### config.mk
export PLATFORM = sky130hd
export DESIGN_NAME = ls193_count_driver_flat
export DESIGN_NICKNAME = d
export VERILOG_FILES = /design/src/rtl/ls193_count_driver_if.sv /design/src/rtl/ls193_count_driver.sv /design/src/flat_wrapper.sv
export SDC_FILE = /design/constraint.sdc
export NUM_CORES = 1
export LEC_CHECK = 0
export BUFFER_PORTS_ARGS = -buffer_cell sky130_fd_sc_hd__clkbuf_2
export CAP_MARGIN = 20
export CORE_MARGIN = 10
export CORE_UTILIZATION = 55
export CTS_CLUSTER_SIZE = 16
export DETAILED_ROUTE_END_ITERATION = 8
export PLACE_DENSITY = 0.88
export SLEW_MARGIN = 10
export SYNTH_ARGS = -nofsm -noshare
export SYNTH_HDL_FRONTEND = slang
export SYNTH_SLANG_ARGS = --single-unit
export TNS_END_PERCENT = 50
### constraint.sdc
create_clock -name i_clk -period 4.05 [get_ports i_clk]
set_input_delay 0.405 -clock i_clk [delete_from_list [all_inputs] [get_ports i_clk]]
set_output_delay 0.405 -clock i_clk [all_outputs]
set_load 0.02 [all_outputs]
### src/rtl/ls193_count_driver_if.sv
`timescale 1ns/1ps
// ls193_count_driver_if: request/strobe bundle between the system side and the LS193 driver.
// Ports: requests i_inc/i_dec/i_ldreq/i_clrreq/i_data, counter feedback i_co/i_bo (async),
//   strobes o_up/o_down/o_load/o_clr, data o_a..o_d, status o_busy/o_ovf/o_wrap.
interface ls193_count_driver_if;
  logic       i_inc;
  logic       i_dec;
  logic       i_ldreq;
  logic       i_clrreq;
  logic [3:0] i_data;
  logic       i_co;
  logic       i_bo;
  logic       o_up;
  logic       o_down;
  logic       o_load;
  logic       o_clr;
  logic       o_a;
  logic       o_b;
  logic       o_c;
  logic       o_d;
  logic       o_busy;
  logic       o_ovf;
  logic       o_wrap;

  // master: system side / counter model driving requests and feedback
  modport master (
    output i_inc, i_dec, i_ldreq, i_clrreq, i_data, i_co, i_bo,
    input  o_up, o_down, o_load, o_clr, o_a, o_b, o_c, o_d, o_busy, o_ovf, o_wrap
  );

  // slave: the driver itself
  modport slave (
    input  i_inc, i_dec, i_ldreq, i_clrreq, i_data, i_co, i_bo,
    output o_up, o_down, o_load, o_clr, o_a, o_b, o_c, o_d, o_busy, o_ovf, o_wrap
  );
endinterface

### src/rtl/ls193_count_driver.sv
`timescale 1ns/1ps
// ls193_count_driver: turns single-cycle inc/dec/load/clear requests into LS193-legal pulses.
// Ports: i_clk, i_rst_n (async, active low), bus (slave modport of ls193_count_driver_if).
// Latency: inc at edge n -> o_up low from edge n+1 for LOW_CYC clocks; pulse period LOW+HIGH+1.
module ls193_count_driver #(
  parameter int LOW_CYC  = 2,
  parameter int HIGH_CYC = 2,
  parameter int CLR_CYC  = 2,
  parameter int PEND_W   = 3
) (
  input  logic                 i_clk,
  input  logic                 i_rst_n,
  ls193_count_driver_if.slave  bus
);

  typedef enum logic [2:0] {
    S_CLEAR, S_IDLE, S_UP_LO, S_DN_LO, S_LOAD, S_RECOV
  } state_t;

  localparam int MAX_LH = (LOW_CYC > HIGH_CYC) ? LOW_CYC : HIGH_CYC;
  localparam int MAX_D  = (MAX_LH > CLR_CYC) ? MAX_LH : CLR_CYC;
  localparam int CW     = (MAX_D > 1) ? $clog2(MAX_D) : 1;
  // Two extra bits so pend + request - issued never wraps before clamping.
  localparam int PW     = PEND_W + 2;
  localparam logic signed [PW-1:0] P_HI  = PW'((2 ** PEND_W) - 1);
  localparam logic signed [PW-1:0] P_LO  = -P_HI;
  localparam logic signed [PW-1:0] ONE   = PW'(1);
  localparam logic signed [PW-1:0] M_ONE = {PW{1'b1}};

  state_t                  r_state, w_next;
  logic [CW-1:0]           r_cnt;
  logic signed [PEND_W:0]  r_pend;
  logic                    r_ld_pend, r_clr_pend;
  logic [3:0]              r_ld_dat, r_dat;
  logic                    r_up, r_down, r_load, r_clr, r_busy, r_ovf, r_wrap;
  logic                    r_co_s1, r_co_s2, r_bo_s1, r_bo_s2;

  logic                    w_enter_clr, w_enter_ld, w_up_done, w_dn_done, w_sat;
  logic                    w_pend_pos, w_pend_neg;
  logic signed [PW-1:0]    w_ext, w_req, w_iss, w_sum, w_clamped;

  assign w_pend_neg = r_pend[PEND_W];
  assign w_pend_pos = !r_pend[PEND_W] && (r_pend != '0);

  // Next-state logic; dwell counter counts clocks spent in the current state.
  always_comb begin
    w_next = r_state;
    case (r_state)
      S_CLEAR: if (r_cnt == CW'(CLR_CYC - 1)) w_next = S_RECOV;
      S_IDLE: begin
        if (r_clr_pend || bus.i_clrreq)     w_next = S_CLEAR;
        else if (r_ld_pend || bus.i_ldreq)  w_next = S_LOAD;
        else if (w_pend_pos)                w_next = S_UP_LO;
        else if (w_pend_neg)                w_next = S_DN_LO;
      end
      S_UP_LO, S_DN_LO, S_LOAD:
        if (r_cnt == CW'(LOW_CYC - 1)) w_next = S_RECOV;
      S_RECOV: if (r_cnt == CW'(HIGH_CYC - 1)) w_next = S_IDLE;
      default: w_next = S_CLEAR;
    endcase
  end

  assign w_enter_clr = (w_next == S_CLEAR) && (r_state != S_CLEAR);
  assign w_enter_ld  = (w_next == S_LOAD)  && (r_state != S_LOAD);
  assign w_up_done   = (r_state == S_UP_LO) && (w_next == S_RECOV);
  assign w_dn_done   = (r_state == S_DN_LO) && (w_next == S_RECOV);

  // Net pending count: requests in, completed pulses out, clamp at +/-P_HI.
  always_comb begin
    w_ext = {{(PW - PEND_W - 1){r_pend[PEND_W]}}, r_pend};
    w_req = '0;
    if (bus.i_inc && !bus.i_dec)      w_req = ONE;
    else if (bus.i_dec && !bus.i_inc) w_req = M_ONE;
    w_iss = '0;
    if (w_up_done)      w_iss = ONE;
    else if (w_dn_done) w_iss = M_ONE;
    w_sum     = w_ext + w_req - w_iss;
    w_sat     = (w_sum > P_HI) || (w_sum < P_LO);
    w_clamped = w_sum;
    if (w_sum > P_HI)      w_clamped = P_HI;
    else if (w_sum < P_LO) w_clamped = P_LO;
  end

  always_ff @(posedge i_clk or negedge i_rst_n) begin
    if (!i_rst_n) begin
      r_state <= S_CLEAR;
      r_cnt   <= '0;
    end else begin
      r_state <= w_next;
      if (w_next != r_state || w_next == S_IDLE) r_cnt <= '0;
      else                                        r_cnt <= r_cnt + 1'b1;
    end
  end

  always_ff @(posedge i_clk or negedge i_rst_n) begin
    if (!i_rst_n) begin
      r_pend     <= '0;
      r_ld_pend  <= 1'b0;
      r_clr_pend <= 1'b0;
      r_ld_dat   <= '0;
      r_dat      <= '0;
      r_ovf      <= 1'b0;
    end else begin
      // Requests arriving while busy are parked until the next IDLE.
      if (r_state != S_IDLE) begin
        if (bus.i_ldreq) begin
          r_ld_pend <= 1'b1;
          r_ld_dat  <= bus.i_data;
        end
        if (bus.i_clrreq) r_clr_pend <= 1'b1;
      end
      if (w_enter_clr) begin
        r_pend     <= '0;
        r_ld_pend  <= 1'b0;
        r_clr_pend <= 1'b0;
        r_ovf      <= 1'b0;
      end else begin
        if (w_sat) r_ovf <= 1'b1;
        if (w_enter_ld) begin
          r_pend    <= '0;
          r_ld_pend <= 1'b0;
          // A fresh request in the same clock supersedes the parked data.
          r_dat     <= bus.i_ldreq ? bus.i_data : r_ld_dat;
        end else begin
          r_pend <= w_clamped[PEND_W:0];
        end
      end
    end
  end

  // Strobes registered from the next state so they are glitch-free at the counter pins.
  always_ff @(posedge i_clk or negedge i_rst_n) begin
    if (!i_rst_n) begin
      r_up   <= 1'b1;
      r_down <= 1'b1;
      r_load <= 1'b1;
      r_clr  <= 1'b1;
      r_busy <= 1'b1;
    end else begin
      r_up   <= (w_next != S_UP_LO);
      r_down <= (w_next != S_DN_LO);
      r_load <= (w_next != S_LOAD);
      r_clr  <= (w_next == S_CLEAR);
      r_busy <= (w_next != S_IDLE);
    end
  end

  // _CO/_BO synchronisers; a synced low sets the sticky wrap flag, which beats a clear.
  always_ff @(posedge i_clk or negedge i_rst_n) begin
    if (!i_rst_n) begin
      r_co_s1 <= 1'b1;
      r_co_s2 <= 1'b1;
      r_bo_s1 <= 1'b1;
      r_bo_s2 <= 1'b1;
      r_wrap  <= 1'b0;
    end else begin
      r_co_s1 <= bus.i_co;
      r_co_s2 <= r_co_s1;
      r_bo_s1 <= bus.i_bo;
      r_bo_s2 <= r_bo_s1;
      if (!r_co_s2 || !r_bo_s2) r_wrap <= 1'b1;
      else if (w_enter_clr)     r_wrap <= 1'b0;
    end
  end

  assign bus.o_up   = r_up;
  assign bus.o_down = r_down;
  assign bus.o_load = r_load;
  assign bus.o_clr  = r_clr;
  assign bus.o_a    = r_dat[0];
  assign bus.o_b    = r_dat[1];
  assign bus.o_c    = r_dat[2];
  assign bus.o_d    = r_dat[3];
  assign bus.o_busy = r_busy;
  assign bus.o_ovf  = r_ovf;
  assign bus.o_wrap = r_wrap;

endmodule
### src/flat_wrapper.sv
// flat-port wrapper written by rule: the top's interface ports become plain ports
module ls193_count_driver_flat 
#(
  parameter int LOW_CYC  = 2,
  parameter int HIGH_CYC = 2,
  parameter int CLR_CYC  = 2,
  parameter int PEND_W   = 3
)
  (i_clk, i_rst_n, bus_i_inc, bus_i_dec, bus_i_ldreq, bus_i_clrreq, bus_i_data, bus_i_co, bus_i_bo, bus_o_up, bus_o_down, bus_o_load, bus_o_clr, bus_o_a, bus_o_b, bus_o_c, bus_o_d, bus_o_busy, bus_o_ovf, bus_o_wrap);
  ls193_count_driver_if bus_i ();
  input  logic i_clk;
  input  logic i_rst_n;
  input wire logic [$bits(bus_i.i_inc)-1:0] bus_i_inc;
  input wire logic [$bits(bus_i.i_dec)-1:0] bus_i_dec;
  input wire logic [$bits(bus_i.i_ldreq)-1:0] bus_i_ldreq;
  input wire logic [$bits(bus_i.i_clrreq)-1:0] bus_i_clrreq;
  input wire logic [$bits(bus_i.i_data)-1:0] bus_i_data;
  input wire logic [$bits(bus_i.i_co)-1:0] bus_i_co;
  input wire logic [$bits(bus_i.i_bo)-1:0] bus_i_bo;
  output wire logic [$bits(bus_i.o_up)-1:0] bus_o_up;
  output wire logic [$bits(bus_i.o_down)-1:0] bus_o_down;
  output wire logic [$bits(bus_i.o_load)-1:0] bus_o_load;
  output wire logic [$bits(bus_i.o_clr)-1:0] bus_o_clr;
  output wire logic [$bits(bus_i.o_a)-1:0] bus_o_a;
  output wire logic [$bits(bus_i.o_b)-1:0] bus_o_b;
  output wire logic [$bits(bus_i.o_c)-1:0] bus_o_c;
  output wire logic [$bits(bus_i.o_d)-1:0] bus_o_d;
  output wire logic [$bits(bus_i.o_busy)-1:0] bus_o_busy;
  output wire logic [$bits(bus_i.o_ovf)-1:0] bus_o_ovf;
  output wire logic [$bits(bus_i.o_wrap)-1:0] bus_o_wrap;
  assign bus_i.i_inc = bus_i_inc;
  assign bus_i.i_dec = bus_i_dec;
  assign bus_i.i_ldreq = bus_i_ldreq;
  assign bus_i.i_clrreq = bus_i_clrreq;
  assign bus_i.i_data = bus_i_data;
  assign bus_i.i_co = bus_i_co;
  assign bus_i.i_bo = bus_i_bo;
  assign bus_o_up = bus_i.o_up;
  assign bus_o_down = bus_i.o_down;
  assign bus_o_load = bus_i.o_load;
  assign bus_o_clr = bus_i.o_clr;
  assign bus_o_a = bus_i.o_a;
  assign bus_o_b = bus_i.o_b;
  assign bus_o_c = bus_i.o_c;
  assign bus_o_d = bus_i.o_d;
  assign bus_o_busy = bus_i.o_busy;
  assign bus_o_ovf = bus_i.o_ovf;
  assign bus_o_wrap = bus_i.o_wrap;
  ls193_count_driver #(.LOW_CYC(LOW_CYC), .HIGH_CYC(HIGH_CYC), .CLR_CYC(CLR_CYC), .PEND_W(PEND_W)) u_core (.i_clk(i_clk), .i_rst_n(i_rst_n), .bus(bus_i));
endmodule
==> run_results.csv <==
group,metric,value,unit
timing,min_period_over_period,77.62,%
critical_path,crit_fanout,12,
final_layout,diodes,0,
final_layout,final_net_count,185,
route,wirelength,2896,um
logic_synthesis,synthesis.nets,159,
cts,hold_buffers,0,
worst_hold_path,min_path_type,"primary input to asynchronous set/reset pin",
logic_synthesis,synth_cell_types,36,
global_routing,gr-usage-all-layers,11.91,%
placement,portBuffers,22,
critical_path,reg2reg_to,"u_core.r_pend[0]",
logic_synthesis,synth_mux_area_share,7.203,%
logic_synthesis,synth_warnings,0,
critical_path,cp-startpoint,"u_core.r_state[1]",
logic_synthesis,synth_cells,137,
cts,path_clk_slew,0.09,ns
timing,fmax,318.1,MHz
cts,cts_tree,"built",
placement,pre_cts_slack,0.9181,ns
floorplan,ios,23,
floorplan,row_count,18,
logic_synthesis,synth_area,1494,um^2
logic_synthesis,synth-seq-cells,29,
route,post-route-drc-count,0,
critical_path,arrival,3.39,ns
critical_path,ff2ff_setup_slack,0.91,ns
floorplan,die_area,5201,um^2
global_routing,grt_pass1_vias,1124,
global_routing,grt_max_degree,30,
logic_synthesis,avgSynthCellArea,10.90,um^2
timing,setup-tns-final,0,ns
logic_synthesis,synthAdderAreaFrac,11.73,%
logic_synthesis,ys_seq_area_share,49.33,%
floorplan,initial_core_util,58.70,%
pwr,p_leak,0.7837,nW
pwr,powerDensity,865.4,nW/um^2
job,drv_cap,0,
timing,fin_crit,3.144,ns
cts,cts-buffers-inserted,5,
cts,clockRootBuffer,"clkbuf_4",
cts,clock_sinks,29,
logic_synthesis,synth_xor_xnor_area_share,1.759,%
critical_path,cp_data_required_time,4.29,ns
final_layout,fill_cells,198,
final_layout,area.growth.synth_to_final,13.23,%
critical_path,cp-start-kind,"register",
route,detail_route.iter0.violations,134,
critical_path,cp-end-kind,"register",
critical_path,critPathCapture,"u_core.r_pend[0]",
timing,rsz0062_at_grt,"no",
floorplan,die_x,72.12,um
outcome,status,"complete, no violations",
timing,tightest_slew,0.6978,ns
pwr,ir_drop,0.7005,mV
cts,clock_latency,0.32,ns
route,ant_nets,0,
pwr,totalPowerFinal,1.464,mW
critical_path,rr_startpoint,"u_core.r_state[1]",
floorplan,dieHeight,72.12,um
critical_path,rr_worst_depth,11,
logic_synthesis,yosys.area_share.simple,14.57,%
timing,slew_headroom,53.48,%
timing,holdWs,0.1075,ns
route,vias,1068,
logic_synthesis,synth_top_family_by_area,"simple AND/OR/NAND/NOR gates",
logic_synthesis,synth_compound_area_share,10.55,%
timing,finalWorstSetupSlack,0.9065,ns
global_routing,grt_pass1_wl,4995,um
critical_path,path_class,"register to register",
route,firstDrtPassIters,4,
timing,hold_viol,0,
logic_synthesis,synth.top_cell.area_share,33.50,%
logic_synthesis,yosys-top-cells-area,"dfrtp_1 34%, dfstp_2 16%, fa_1 5.4%, ha_1 5.0%, mux2_2 4.5%",
route,viasPerCell,5.505,
global_routing,gr-total-overflow,0,
global_routing,antenna_found_initial,0,
final_layout,drive_gt1_share,29.88,%
cts,cts_resized,0,
cts,cts_setup_buffers,0,
timing,finalClockSkew,0.006788,ns
floorplan,core-area,2545,um^2
cts,cts_buffer_depth,2,
placement,gp_congestion,0.8273,
logic_synthesis,synth_top_area_cell,"dfrtp_1",
timing,drv_slew,0,
timing,setup_viol,0,
cts,cts_max_level,2,
placement,hpwl,2283,um
route,routedWlPerCell,14.93,um
[worst max-delay path, cell delays in order, from the launching register on]
cell and delay [ns]:
dfrtp_1 0.55, nand2_1 0.08, nor2_1 0.13, nand2_1 0.15, fa_1 0.56, inv_1 0.06
fa_1 0.46, nand2b_1 0.17, a21oi_1 0.15, xnor2_1 0.21, mux2_2 0.39, a21oi_1 0.15
[cell type report]
cell class	instances	area [um^2]	area share [%]
Clock buffer	7	65.06	3.846
Clock inverter	1	5.005	0.2959
Inverter	14	52.55	3.107
Multi-Input combinational cell	91	684.4	40.46
Sequential cell	29	737.0	43.57
Tap cell	30	37.54	2.219
Timing Repair Buffer	22	110.1	6.509
[per-layer routing]
layer | vias to the layer above | wire [um] | global-route usage [%]
met4 | 0 | 25 | 3.871
met3 | 5 | 171 | 4.082
met2 | 27 | 1479 | 20.02
met5 | - | 0 | 0
met1 | 518 | 1220 | 13.80
li1 | 518 | - | -
[where the power goes]
part / total (mW) / internal (mW) / switching, mW
combinational: 0.750 / 0.341 / 0.409
sequential: 0.515 / 0.418 / 0.0969
clock: 0.198 / 0.100 / 0.0980
[synth_stat cells (all sizes together)]
cell type,instances
nor2b,5
a21oi,9
dfrtp,20
nor4,1
o21bai,1
maj3,2
a211oi,4
nand2b,3
nor4b,1
or4,1
xnor2,2
o211ai,1
or2,2
fa,4
nand3,3
o311ai,1
buf,2
mux2,6
ha,6
dfstp,9
nor2,17
nand2,6
a2111o,1
nor3b,1
o21ba,1
xor2,1
mux2i,4
clkbuf,1
or3,1
o31ai,1
inv,14
o21ai,6
[layout by cell type (no fill, tap or decap), drive strengths merged]
| master | n |
|---|---|
| a2111o | 1 |
| a211oi | 4 |
| a21oi | 9 |
| clkbuf | 29 |
| clkinv | 1 |
| dfrtp | 20 |
| dfstp | 9 |
| fa | 4 |
| ha | 6 |
| inv | 14 |
| maj3 | 2 |
| mux2 | 6 |
| mux2i | 4 |
| nand2 | 6 |
| nand2b | 3 |
| nand3 | 3 |
| nor2 | 17 |
| nor2b | 5 |
| nor3b | 1 |
| nor4 | 1 |
| nor4b | 1 |
| o211ai | 1 |
| o21ai | 6 |
| o21ba | 1 |
| o21bai | 1 |
| o311ai | 1 |
| o31ai | 1 |
| or2 | 2 |
| or3 | 1 |
| or4 | 1 |
| xnor2 | 2 |
| xor2 | 1 |
[cells by family (layout without fill, tap and decap cells)]
family	after synthesis	after routing
flip-flops	29	29
AO/OA/AOI/OAI	25	25
buffers and inverters	17	44
multiplexers	10	10
adder cells (fa/ha/maj)	12	12
XOR/XNOR	3	3
AND/OR/NAND/NOR	41	41
[sequential cells by signal, indices dropped and copies added (netlist names), 3 cells and up]
register and count:
u_core.r_ld_dat 4, u_core.r_state 3, u_core.r_dat 4, u_core.r_pend 4
[worst min path at each step]
stage | cells past startpoint | slack (ns) | startpoint | endpoint
after detailed placement | 0 | 0.35 | u_core.r_co_s1 | u_core.r_co_s2
after global placement | 0 | 0.35 | u_core.r_co_s1 | u_core.r_co_s2
after CTS | 1 | 0.14 | i_rst_n | u_core.r_pend[2]
after floorplan | 0 | 0.11 | i_rst_n | u_core.bus.o_ovf
after global routing | 1 | 0.13 | i_rst_n | u_core.r_dat[2]
final | 1 | 0.11 | i_rst_n | u_core.r_state[0]
[through the flow]
stage | instances | util (%) | area, um^2
finish | 194 | 66.47 | 1692
global route | 194 | 66.47 | 1692
CTS | 194 | 66.47 | 1692
detailed placement | 186 | 63.72 | 1622
global placement | 186 | 63.72 | 1622
floorplan | 137 | - | 1494
No activity file was read; power rests on OpenSTA's default activity.
